**src/rtl/inst_fetch_pkg.sv**
```systemverilog
// Shared types and constants for the instruction fetch unit and its buffer.
package inst_fetch_pkg;

  localparam int unsigned ADDR_W      = 32;
  localparam int unsigned INST_W      = 32;
  localparam int unsigned WORD_ADDR_W = ADDR_W - 2;
  localparam int unsigned FB_DEPTH    = 2;
  localparam int unsigned PTR_W       = $clog2(FB_DEPTH);
  localparam int unsigned CNT_W       = $clog2(FB_DEPTH + 1);

  localparam logic [ADDR_W-1:0] RESET_PC_DEFAULT = 32'h0040_0000;

  // One buffered fetch: byte address and the word read from it.
  typedef struct packed {
    logic [ADDR_W-1:0] pc;
    logic [INST_W-1:0] inst;
  } fetch_entry_t;

  // Force a byte address onto a word boundary.
  function automatic logic [ADDR_W-1:0] align_word(input logic [ADDR_W-1:0] a);
    return a & ~ADDR_W'(3);
  endfunction

endpackage

```
**src/rtl/inst_fetch_fetch_buffer.sv**
```systemverilog
// Two-entry FIFO of fetch entries with flush; head entry and valid are registered.
module fetch_buffer
  import inst_fetch_pkg::*;
(
  input  logic             clk,
  input  logic             rst_n,
  input  logic             i_push,
  input  fetch_entry_t     i_entry,
  input  logic             i_pop,
  input  logic             i_flush,
  output logic [CNT_W-1:0] o_count,
  output logic             o_valid,
  output fetch_entry_t     o_head
);

  fetch_entry_t     r_mem     [FB_DEPTH];
  fetch_entry_t     w_mem_nxt [FB_DEPTH];
  logic [PTR_W-1:0] r_rd_ptr;
  logic [PTR_W-1:0] r_wr_ptr;
  logic [PTR_W-1:0] w_rd_nxt;
  logic [PTR_W-1:0] w_wr_nxt;
  logic [CNT_W-1:0] r_count;
  logic [CNT_W-1:0] w_count_nxt;
  logic             r_valid;
  fetch_entry_t     r_head;
  logic             w_pop;
  logic             w_push;

  // Guard against underflow and overflow regardless of what the caller asks for.
  assign w_pop  = i_pop && (r_count != '0);
  assign w_push = i_push && ((r_count < CNT_W'(FB_DEPTH)) || w_pop);

  always_comb begin
    w_mem_nxt   = r_mem;
    w_rd_nxt    = r_rd_ptr;
    w_wr_nxt    = r_wr_ptr;
    w_count_nxt = r_count;
    if (i_flush) begin
      w_rd_nxt    = '0;
      w_wr_nxt    = '0;
      w_count_nxt = '0;
    end else begin
      if (w_push) begin
        w_mem_nxt[r_wr_ptr] = i_entry;
        w_wr_nxt            = r_wr_ptr + PTR_W'(1);
      end
      if (w_pop) begin
        w_rd_nxt = r_rd_ptr + PTR_W'(1);
      end
      case ({w_push, w_pop})
        2'b10:   w_count_nxt = r_count + CNT_W'(1);
        2'b01:   w_count_nxt = r_count - CNT_W'(1);
        default: w_count_nxt = r_count;
      endcase
    end
  end

  // Head is precomputed from next state so outputs come straight from flops.
  always_ff @(posedge clk or negedge rst_n) begin
    if (!rst_n) begin
      for (int unsigned i = 0; i < FB_DEPTH; i++) begin
        r_mem[i] <= '0;
      end
      r_rd_ptr <= '0;
      r_wr_ptr <= '0;
      r_count  <= '0;
      r_valid  <= 1'b0;
      r_head   <= '0;
    end else begin
      r_mem    <= w_mem_nxt;
      r_rd_ptr <= w_rd_nxt;
      r_wr_ptr <= w_wr_nxt;
      r_count  <= w_count_nxt;
      r_valid  <= (w_count_nxt != '0);
      r_head   <= w_mem_nxt[w_rd_nxt];
    end
  end

  assign o_count = r_count;
  assign o_valid = r_valid;
  assign o_head  = r_head;

endmodule

```
**src/rtl/inst_fetch.sv**
```systemverilog
// Instruction fetch: PC register, push/redirect control, and a 2-deep fetch buffer.
module inst_fetch
  import inst_fetch_pkg::*;
#(
  parameter logic [ADDR_W-1:0] RESET_PC = RESET_PC_DEFAULT
) (
  input  logic                   clk,
  input  logic                   rst_n,
  output logic [WORD_ADDR_W-1:0] read_addr,
  input  logic [INST_W-1:0]      memout,
  input  logic                   redirect_valid,
  input  logic [ADDR_W-1:0]      redirect_pc,
  output logic                   inst_valid,
  output logic [INST_W-1:0]      inst,
  output logic [ADDR_W-1:0]      inst_pc,
  input  logic                   inst_ready
);

  logic [ADDR_W-1:0] r_pc;
  logic [CNT_W-1:0]  w_count;
  logic              w_valid;
  logic              w_pop;
  logic              w_push;
  fetch_entry_t      w_entry;
  fetch_entry_t      w_head;

  // Memory read is combinational, so the word for pc is available this cycle.
  assign read_addr = r_pc[ADDR_W-1:2];
  assign w_entry   = '{pc: r_pc, inst: memout};

  assign w_pop  = w_valid && inst_ready;
  assign w_push = !redirect_valid && ((w_count < CNT_W'(FB_DEPTH)) || w_pop);

  // Redirect wins over sequential advance; pc wraps naturally at 2^32.
  always_ff @(posedge clk or negedge rst_n) begin
    if (!rst_n) begin
      r_pc <= RESET_PC;
    end else if (redirect_valid) begin
      r_pc <= align_word(redirect_pc);
    end else if (w_push) begin
      r_pc <= r_pc + ADDR_W'(4);
    end
  end

  fetch_buffer u_fetch_buffer (
    .clk     (clk),
    .rst_n   (rst_n),
    .i_push  (w_push),
    .i_entry (w_entry),
    .i_pop   (w_pop),
    .i_flush (redirect_valid),
    .o_count (w_count),
    .o_valid (w_valid),
    .o_head  (w_head)
  );

  assign inst_valid = w_valid;
  assign inst       = w_head.inst;
  assign inst_pc    = w_head.pc;

endmodule

```
**config.mk**
```make
export PLATFORM = sky130hd
export DESIGN_NAME = inst_fetch
export DESIGN_NICKNAME = d
export VERILOG_FILES = /design/src/rtl/inst_fetch_pkg.sv /design/src/rtl/inst_fetch_fetch_buffer.sv /design/src/rtl/inst_fetch.sv
export SDC_FILE = /design/constraint.sdc
export NUM_CORES = 1
export LEC_CHECK = 0
export BUFFER_PORTS_ARGS = -buffer_cell sky130_fd_sc_hd__buf_4
export CAP_MARGIN = 10
export CORE_MARGIN = 4
export CORE_UTILIZATION = 45
export CTS_BUF_LIST = sky130_fd_sc_hd__clkbuf_8
export CTS_CLUSTER_SIZE = 28
export DETAILED_ROUTE_END_ITERATION = 10
export PLACE_DENSITY = 0.67
export SYNTH_ARGS = -nofsm -noshare
export SYNTH_HDL_FRONTEND = slang
export SYNTH_SLANG_ARGS = --single-unit
```
**constraint.sdc**
```tcl
create_clock -name clk -period 2.07 [get_ports clk]
set_input_delay 0.3105 -clock clk [delete_from_list [all_inputs] [get_ports clk]]
set_output_delay 0.3105 -clock clk [all_outputs]
set_load 0.005 [all_outputs]
```
==> impl_metrics.toml, run 1 <==
[timing]
finClkSkew_ns = 0.01478
min_period_ns = 1.961
setup_violations = 0
hold_viol = 0
max_freq_mhz = 509.9
tightest_slew_ns = 0.5680
slew_violations = 0
rsz0062_at_grt = "no"
timing.slew.headroom_pct = 62.13
final.setup.tns_ns = 0
period_share_pct = 94.75

[synthesis]
synth_area_sq_um = 11950
synth_top_area_share_pct = 47.34
synthCells = 1117
yosysWarnings = 0
yosysMostFrequentCell = "dfrtp_1"
synthTopCellsByCount = "226 x dfrtp_1, 113 x mux2_2, 64 x mux2i_1"
synth_ff_type = "dfrtp_1"
syn-num-nets = 1187
yosysSeqAreaShare_pct = 47.56
async_flop_share_pct = 100.0
yosys.area.top_type = "dfrtp_1"
synthDistinctLibCells = 57
synth_edf_count = 0
ys_seq_elements = 227
synth_area_leaders = "dfrtp_1 47%, mux2_2 11%, mux2i_1 5.4%, a21o_1 3.8%, a21oi_2 3.7%"
syn_area_per_cell_sq_um = 10.70

[critical_path]
critical_path_arrival_ns = 2.35
path_cells = "o211a_4 > mux2i_4 > buf_12 > o21ai_0 > o22ai_1"
cp_max_fo = 60
timing.rr.end = "u_fetch_buffer.o_head[51]"
slowest_delay_ns = 0.46
slowest_stage = "dfrtp_1"
r2r_setup_slack_ns = 0.11
crit_path_start = "u_fetch_buffer.o_valid"
startpoint_type = "flip-flop"
end_kind = "flip-flop"
worstPathRequired_ns = 2.46
worstRegToRegCells = 5
timing_worst_setup_path_type = "reg2reg"
r2r_start = "u_fetch_buffer.o_valid"

[placement]
io_buffer_count = 160
dp.final_hpwl_microns = 19700
gp_congestion = 0.8518

[worst_hold_path]
holdPathStages = 3
hp-class = "in2reg"
whs_endpoint = "r_pc[7]"
min_from = "redirect_pc[7]"

[final_layout]
drive_gt1_share_pct = 34.89
area_growth_pct = 22.93
nets = 1352
n_fill_cell = 2226
diodes = 0

[cts]
clkLatencyLatePin_ns = 0.53
cts_root_buf = "clkbuf_8"
clockBufferDepth = 3
post_cts_buffers = 0
clk_pin_slew_worst_paths_ns = 0.06
cts_tree = "built"
numCtsBuffers = 41
htree_levels = 2
clkSinkCount = 227

[grt]
grt-ovfl-total = 0
track_usage_pct = 21.89
grt_pass1_vias = 9805
grt_pass1_wl_microns = 52270
grt_max_degree = 72
antenna_found_initial = 0

[power_and_ir_drop]
p_per_area_nw_per_um2 = 1190
power.total_mw = 17.48
p_clk_share_pct = 23.8
switching_share_pct = 32.06
switchingPower_mw = 5.605
ir_drop_mv = 0.7334
internal_power_mw = 11.88
p_leak_nw = 6.420
seq_power_share_pct = 41.3
pwr-share-comb_pct = 34.9

[routing]
vias = 9706
wl_per_cell_microns = 19.66
routed_wl_microns = 32330
drc = 0
postRouteAntennaNets = 0
drt_iter0_markers = 721
dr.pass1.iters = 5
drt-vias-per-instance = 5.900

[outcome]
status = "finished clean"

[flow_run]
maxCapViolCount = 0

[floorplanning]
io_pins = 163
fp.dieW_microns = 170.9
dieArea_sq_um = 29220
initial_core_util_pct = 45.84
core_sq_um = 26060
die_y_microns = 170.9
rows = 59
[layout make-up]
class                           count  area, sq um  share of cell area, %
Tap cell                          335        419.2                  2.854
Inverter                           14        62.56                 0.4260
Sequential cell                   227         5682                  38.69
Clock inverter                     16        61.31                 0.4175
Timing Repair Buffer              232         1999                  13.62
Clock buffer                       55        757.0                  5.155
Multi-Input combinational cell    766         5704                  38.84
[flip-flops by register name, indices dropped and copies added (netlist names)]
signal / count
r_pc: 30
u_fetch_buffer.o_head: 64
u_fetch_buffer.r_mem: 128
u_fetch_buffer.r_wr_ptr: 1
u_fetch_buffer.o_valid: 1
u_fetch_buffer.r_rd_ptr: 1
u_fetch_buffer.o_count: 2
[placed cells by master (no fill, tap or decap), types with 3 or more instances in the layout]
cell / count
a21o_1: 60
a21oi_1: 13
a21oi_2: 50
a22oi_1: 3
a311o_1: 5
a311oi_1: 3
a31oi_1: 4
and2_1: 7
and3_1: 54
and4_1: 4
buf_12: 17
buf_4: 199
clkbuf_8: 55
dfrtp_1: 226
dlygate4sd3_1: 15
inv_1: 26
mux2_2: 113
mux2i_1: 64
nand2_1: 38
nand3_1: 30
nand4_1: 17
nor2_1: 16
nor2b_1: 9
nor3_1: 16
nor4_1: 6
o21ai_0: 59
o21ai_1: 24
o22ai_1: 60
o311ai_0: 4
o311ai_1: 7
o31ai_1: 10
or2_2: 6
or3_1: 52
xnor2_1: 6
xor2_1: 5
[how the worst max path moves through the flow]
stage | to | slack, ns | cells after the start
after floorplan | u_fetch_buffer.o_valid | 0.03 | 9
after global placement | u_fetch_buffer.o_head[37] | 0.17 | 6
after detailed placement | u_fetch_buffer.o_head[1] | 0.11 | 6
after CTS | u_fetch_buffer.o_head[1] | 0.08 | 6
after global routing | u_fetch_buffer.o_head[1] | 0.02 | 6
final | u_fetch_buffer.o_head[51] | 0.11 | 5
[critical path: cells and delay by family, from the launching register on]
family | cells | cell delay (ns)
compound gates | 3 | 0.66
flops | 1 | 0.46
buf+inv | 1 | 0.36
mux | 1 | 0.34
[timing repair]
item | 4_1_cts | 5_1_grt
hold endpoints to repair | 71 | 0
hold buffers | 15 | 0
endpoints found under the setup margin | 0 | 6
gates resized for setup | 0 | 5
[logic make-up after synthesis]
group | after synthesis | synth area share [%]
compound gates | 310 | 17.73
mux | 179 | 16.30
simple gates | 264 | 12.46
fa+ha+maj | 2 | 0.2094
flops | 227 | 47.56
buf+inv | 124 | 4.933
xor+xnor | 11 | 0.8064
[layer usage]
layer,up-vias,track usage (%),share of wire [%]
met4,0,5.615,1.8
met5,-,0,0
li1,4462,-,-
met2,310,36.33,48
met1,4878,30.22,44
met3,56,3.512,5.9
[through the flow]
| step | instance area, sq um | hold slack [ns] | instances | utilization [%] | worst slack (ns) |
|---|---|---|---|---|---|
| global placement | 13710 | 0.3160 | 1559 | 52.61 | 0.1688 |
| floorplan | 11950 | 0.01491 | 1117 | - | 0.03188 |
| detailed placement | 13710 | 0.3148 | 1559 | 52.61 | 0.1075 |
| CTS | 14680 | 0.0005557 | 1645 | 56.33 | 0.08138 |
| finish | 14690 | 0.01980 | 1645 | 56.35 | 0.1088 |
| global route | 14690 | 0.01663 | 1645 | 56.35 | 0.01621 |
[power groups by stage]
stage               combinational [mW]  sequential (mW)  clock, mW
detailed placement                6.10             7.26          0
finish                            6.10             7.22       4.17
CTS                               6.15             7.20       4.28
global placement                  5.95             7.21          0
floorplan                         3.80             7.07          0
global route                      6.68             7.41       4.47
Note: power is estimated with default switching activity, not from simulation.
==> inputs of run 2 (changes only) <==
--- a/config.mk
+++ b/config.mk
@@ -5,6 +5,7 @@
 export SDC_FILE = /design/constraint.sdc
 export NUM_CORES = 1
 export LEC_CHECK = 0
+export ABC_AREA = 1
 export BUFFER_PORTS_ARGS = -buffer_cell sky130_fd_sc_hd__buf_4
 export CAP_MARGIN = 10
 export CORE_MARGIN = 4
@@ -12,7 +13,7 @@
 export CTS_BUF_LIST = sky130_fd_sc_hd__clkbuf_8
 export CTS_CLUSTER_SIZE = 28
 export DETAILED_ROUTE_END_ITERATION = 10
-export PLACE_DENSITY = 0.67
+export PLACE_DENSITY = 0.68
 export SYNTH_ARGS = -nofsm -noshare
 export SYNTH_HDL_FRONTEND = slang
 export SYNTH_SLANG_ARGS = --single-unit
==> run 2 against run 1 <==
Core utilization grew 1.6 points; clock power shrank 11%; fmax grew 4.7%; sequential cell count is the same; worst hold slack gained 0.00099 ns; global-route usage shrank 1.3 points; register-to-register slack gained 0.09 ns; clock skew grew 0.0030 ns; routed wire length shrank 27%; design area shrank 19%; largest cell class is now registers; highest routed layer unchanged.
==> impl_metrics.toml, run 2 <==
[outcome]
status = "finished clean"

[floorplanning]
io_pins = 163
die_y_microns = 152.8
initial_core_util_pct = 46.19
fp.dieW_microns = 152.8
rows = 52
core_sq_um = 20430
dieArea_sq_um = 23350

[timing]
max_freq_mhz = 533.6
rsz0062_at_grt = "no"
setup_violations = 0
timing.slew.headroom_pct = 47.58
period_share_pct = 90.53
hold_viol = 0
tightest_slew_ns = 0.7852
finClkSkew_ns = 0.01779
min_period_ns = 1.874
slew_violations = 0
final.setup.tns_ns = 0

[routing]
postRouteAntennaNets = 0
wl_per_cell_microns = 14.61
vias = 7758
routed_wl_microns = 23540
dr.pass1.iters = 5
drt_iter0_markers = 526
drt-vias-per-instance = 4.816
drc = 0

[grt]
grt-ovfl-total = 0
grt_pass1_wl_microns = 39760
grtUsageMet2_pct = 32.52
antenna_found_initial = 0
grt_max_degree = 89
track_usage_pct = 20.61
globalRouteMet3Util_pct = 4.241
gr-usage-met1_pct = 28.55
grt_pass1_vias = 7921
top_usage_layer = "met2"

[cts]
clockBufferDepth = 3
clkLatencyLatePin_ns = 0.52
clkSinkCount = 227
htree_levels = 2
clk_pin_slew_worst_paths_ns = 0.06
cts_tree = "built"
cts_root_buf = "clkbuf_8"
numCtsBuffers = 39

[worst_hold_path]
min_from = "redirect_pc[20]"
hp-class = "in2reg"
holdPathStages = 3
whs_endpoint = "r_pc[20]"

[critical_path]
timing_worst_setup_path_type = "reg2reg"
worstRegToRegCells = 11
startpoint_type = "flip-flop"
end_kind = "flip-flop"
critical_path_arrival_ns = 2.26
timing.rr.end = "u_fetch_buffer.o_valid"
cp_max_fo = 5
worstPathRequired_ns = 2.46
r2r_start = "u_fetch_buffer.o_valid"
r2r_setup_slack_ns = 0.20

[power_and_ir_drop]
p_per_area_nw_per_um2 = 1135
ir_drop_mv = 0.6505
p_leak_nw = 6.386

[synthesis]
synthTopCellsByCount = "613 x nand2_1, 226 x dfrtp_1, 50 x nor2_1"
synthCells = 1128
yosysWarnings = 0
synth_top_area_share_pct = 59.93
yosysMostFrequentCell = "nand2_1"
synth_edf_count = 0
synth_ff_type = "dfrtp_1"
async_flop_share_pct = 100.0
syn-num-nets = 1198
synth_area_leaders = "dfrtp_1 60%, nand2_1 24%, nor2_1 2.0%, nand3_1 2.0%, inv_1 1.9%"
yosysSeqAreaShare_pct = 60.21
synthDistinctLibCells = 31
yosys.area.top_type = "dfrtp_1"
synth_area_sq_um = 9437
ys_seq_elements = 227
syn_area_per_cell_sq_um = 8.366

[final_layout]
largest_register_ffs = 128
drive_gt1_share_pct = 18.27
nets = 1386
top_register = "u_fetch_buffer.r_mem"
diodes = 0
mostFrequentLayoutCells = "613 x nand2_1, 226 x dfrtp_1, 172 x buf_4"
area_growth_pct = 25.51
fin_util_pct = 57.97
design_area_sq_um = 11840
layout_commonest_cell = "nand2_1"

[placement]
placed_cell_area_sq_um = 11000
dp.final_hpwl_microns = 15350
io_buffer_count = 160
gp_congestion = 0.9314

[flow_run]
maxCapViolCount = 0
-- run 2: changes by cell type in the layout (fill, tap and decap cells not counted), moves of 16 or more --
cell / before / now
o21ai_0: 59 / 26
o22ai_1: 60 / 0
nand4_1: 17 / 1
or3_1: 52 / 0
a21o_1: 60 / 0
inv_1: 26 / 63
buf_4: 199 / 172
a21oi_2: 50 / 1
nand2_1: 38 / 613
mux2_2: 113 / 0
nor2_1: 16 / 50
mux2i_1: 64 / 0
and3_1: 54 / 0
nor3_1: 16 / 0
-- run 2: cell type report --
| class | instances | area [sq um] |
|---|---|---|
| flip-flops and latches | 227 | 5682 |
| clock inverters | 20 | 82.58 |
| clock buffers | 46 | 633.1 |
| fillers | 1903 | 8586 |
| repair buffers | 194 | 1597 |
| well taps | 270 | 337.8 |
| inverters | 52 | 195.2 |
| multi-input cells | 802 | 3317 |
-- run 2: how the worst max path moves through the flow --
stage	startpoint	to	slack, ns	cells past startpoint
after CTS	u_fetch_buffer.o_valid	u_fetch_buffer.o_valid	0.14	11
after global placement	inst_ready	u_fetch_buffer.o_valid	0.13	12
after floorplan	u_fetch_buffer.o_valid	u_fetch_buffer.o_valid	0.25	11
after global routing	u_fetch_buffer.o_valid	u_fetch_buffer.o_valid	0.01	11
final	u_fetch_buffer.o_valid	u_fetch_buffer.o_valid	0.20	11
after detailed placement	inst_ready	u_fetch_buffer.o_valid	0.13	12
-- run 2: critical path: stages (launching register included) --
cell,delay (ns)
dfrtp_1,0.34
nand2_1,0.09
inv_2,0.08
nor2_4,0.05
nor2_8,0.15
inv_1,0.10
ha_1,0.31
nor2_1,0.12
nand2_1,0.08
o21ai_1,0.12
inv_1,0.06
or2_2,0.26
-- run 2: timing repair --
action / CTS / global route
setup endpoints to repair: 0 / 1
endpoints found under the hold margin: 66 / 0
buffers inserted: 0 / 0
gates resized for setup: 0 / 1
hold buffers: 13 / 0
-- run 2: per-stage QoR --
| step | hold WS (ns) | setup slack (ns) | cells | power, mW |
|---|---|---|---|---|
| detailed placement | 0.2846 | 0.1306 | 1532 | 9.808 |
| floorplan | 0.01491 | 0.2507 | 1128 | 8.141 |
| finish | 0.02079 | 0.1960 | 1611 | 13.44 |
| global placement | 0.2819 | 0.1335 | 1532 | 9.721 |
| global route | 0.009618 | 0.01256 | 1611 | 14.41 |
| CTS | 0.00006001 | 0.1396 | 1611 | 13.60 |
-- run 2: cell families (layout without fill, tap and decap cells) --
logic type	after synthesis	count (layout)	share of synthesized area, %
buf+inv	99	312	4.720
fa+ha+maj	2	2	0.2651
xor+xnor	12	12	1.114
simple gates	709	709	29.24
compound gates	79	79	4.455
flops	227	227	60.21
-- run 2: power breakdown --
part | internal, mW | switching (mW)
registers | 5.81 | 0.545
clock network | 2.00 | 1.70
logic | 1.48 | 1.90
total | 9.29 | 4.15
-- run 2: routing by layer --
metal / up-vias / wire, microns
met5: - / 0
met4: 0 / 678
met3: 49 / 1391
met2: 215 / 10970
met1: 3643 / 10500
li1: 3851 / -
==> inputs of run 3 (changes only) <==
--- a/config.mk
+++ b/config.mk
@@ -13,6 +13,7 @@
 export CTS_BUF_LIST = sky130_fd_sc_hd__clkbuf_8
 export CTS_CLUSTER_SIZE = 28
 export DETAILED_ROUTE_END_ITERATION = 10
+export HOLD_SLACK_MARGIN = 0.12
 export PLACE_DENSITY = 0.68
 export SYNTH_ARGS = -nofsm -noshare
 export SYNTH_HDL_FRONTEND = slang
==> run 3 against run 2 <==
Largest power group unchanged; first-iteration DRC count fell by 0.38%; combinational power rose by 2%; worst hold slack improved by 0.11 ns; fmax barely moved; sequential cell count did not move; routed wire length rose by 3.2%; clock-buffer cell count did not move; sequential share of layout area fell by 1.9 points; clock power barely moved; global-route usage rose by 0.50 points.
==> impl_metrics.toml, run 3 (synthesis gave the netlist of run 2 again) <==
[final_layout]
diodes = 0
area_growth_pct = 30.71
multi_input_area_sq_um = 3317
drive_gt1_share_pct = 17.63
n_fill_cell = 1835
layout_commonest_cell = "nand2_1"
nets = 1435
stdcell_count = 1660
top_register = "u_fetch_buffer.r_mem"
seqCellArea_sq_um = 5682
largest_register_ffs = 128
mostFrequentLayoutCells = "613 x nand2_1, 226 x dfrtp_1, 172 x buf_4"

[cts]
clkSinkCount = 227
cts_tree = "built"
clkLatencyLatePin_ns = 0.52
htree_levels = 2
clockBufferDepth = 3
post_cts_buffers = 0
numCtsBuffers = 39
clk_pin_slew_worst_paths_ns = 0.05
cts_root_buf = "clkbuf_8"

[timing]
finClkSkew_ns = 0.01755
hold_viol = 0
final.setup.tns_ns = 0
timing.slew.headroom_pct = 47.61
rsz0062_at_grt = "no"
min_period_ns = 1.874
period_share_pct = 90.52
max_freq_mhz = 533.7
setup_violations = 0
slew_violations = 0
tightest_slew_ns = 0.7847

[critical_path]
cp_max_fo = 5
slowest_stage = "dfrtp_1"
r2r_start = "u_fetch_buffer.o_valid"
critPathCapture = "u_fetch_buffer.o_valid"
worstPathRequired_ns = 2.46
critical_path_arrival_ns = 2.26
slowest_delay_ns = 0.34
crit_buf_inv = 3
timing.rr.end = "u_fetch_buffer.o_valid"
startpoint_type = "flip-flop"
timing_worst_setup_path_type = "reg2reg"
path_cells = "nand2_1 > inv_2 > nor2_4 > nor2_8 > inv_1 > ha_1 > nor2_1 > nand2_1 > o21ai_1 > inv_1 > or2_2"
end_kind = "flip-flop"
cp_num_cells = 11
crit_path_start = "u_fetch_buffer.o_valid"
r2r_setup_slack_ns = 0.20
worstRegToRegCells = 11
cp_top_family = "simple AND/OR/NAND/NOR gates"

[grt]
antenna_found_initial = 0
grt_max_degree = 89
grt-ovfl-total = 0
grt_pass1_vias = 8172
track_usage_pct = 21.10
grt_pass1_wl_microns = 40770

[floorplanning]
fp.dieW_microns = 152.8
io_pins = 163
dieArea_sq_um = 23350
core_sq_um = 20430
die_y_microns = 152.8
initial_core_util_pct = 46.19
rows = 52

[placement]
gp_congestion = 0.9314
placed_cells_incl_taps = 1532
io_buffer_count = 160
dp.final_hpwl_microns = 15350

[routing]
dr_wl_met3_microns = 1476
routed_wl_microns = 24280
drt-vias-per-instance = 4.784
dr.pass1.iters = 5
drc = 0
vias = 7942
wl_met2_microns = 11410
wl_per_cell_microns = 14.63
wl_met1_microns = 10670
highest_layer = "met4"
drt_iter0_markers = 524
postRouteAntennaNets = 0

[power_and_ir_drop]
p_leak_nw = 6.591
p_per_area_nw_per_um2 = 1098
ir_drop_mv = 0.6529

[worst_hold_path]
hp-class = "in2reg"

[outcome]
status = "finished clean"

[flow_run]
maxCapViolCount = 0
==> run 3: cell types whose count changed in the layout (fill, tap and decap cells not counted) <==
cell / before / now
dlygate4sd3_1: 13 / 62
==> run 3: cell type report <==
class	count	area share, %
clock inverters	20	0.6695
inverters	52	1.582
multi-input cells	802	26.89
flip-flops and latches	227	46.06
well taps	270	2.739
clock buffers	46	5.133
repair buffers	243	16.92
==> run 3: worst register-to-register path, cell delays in order (launching register included) <==
cell,delay [ns]
dfrtp_1,0.34
nand2_1,0.09
inv_2,0.08
nor2_4,0.05
nor2_8,0.15
inv_1,0.10
ha_1,0.31
nor2_1,0.12
nand2_1,0.08
o21ai_1,0.12
inv_1,0.06
or2_2,0.26
==> run 3: repair_timing <==
action                     4_1_cts  5_1_grt
setup endpoints to repair        0        1
resized for setup                0        1
hold buffers                    62        0
hold endpoints to repair       174        0
==> run 3: per-stage QoR <==
step           utilization (%)  total power [mW]  hold slack (ns)  cell area, sq um  setup WS [ns]
6_report                 60.37             13.54           0.1315             12330         0.1962
3_5_place_dp             53.83             9.808           0.2846             11000         0.1306
4_1_cts                  60.37             13.68           0.1260             12330         0.1396
3_3_place_gp             53.83             9.721           0.2819             11000         0.1335
2_1_floorplan                -             8.141          0.01491              9437         0.2507
5_1_grt                  60.37             14.49           0.1209             12330        0.01256
==> run 3: metal layers <==
layer  track usage [%]  up-vias
met2             33.72      230
li1                  -     3954
met1             28.80     3705
met4             8.188        0
met5                 0        -
met3             4.100       53
==> run 3: where the power goes <==
| part | total [mW] | internal, mW | switching, mW |
|---|---|---|---|
| clock network | 3.71 | 2.00 | 1.71 |
| registers | 6.36 | 5.81 | 0.551 |
| logic | 3.46 | 1.54 | 1.92 |
| total | 13.5 | 9.36 | 4.18 |
==> run 3: how the worst min path moves through the flow <==
stage                     cells past startpoint            start                   endpoint
after global placement                        1            rst_n  u_fetch_buffer.o_count[1]
final                                         5  redirect_pc[18]                   r_pc[18]
after global routing                          5  redirect_pc[18]                   r_pc[18]
after detailed placement                      1            rst_n  u_fetch_buffer.o_count[1]
after CTS                                     5  redirect_pc[18]                   r_pc[18]
after floorplan                               0            rst_n                   r_pc[10]
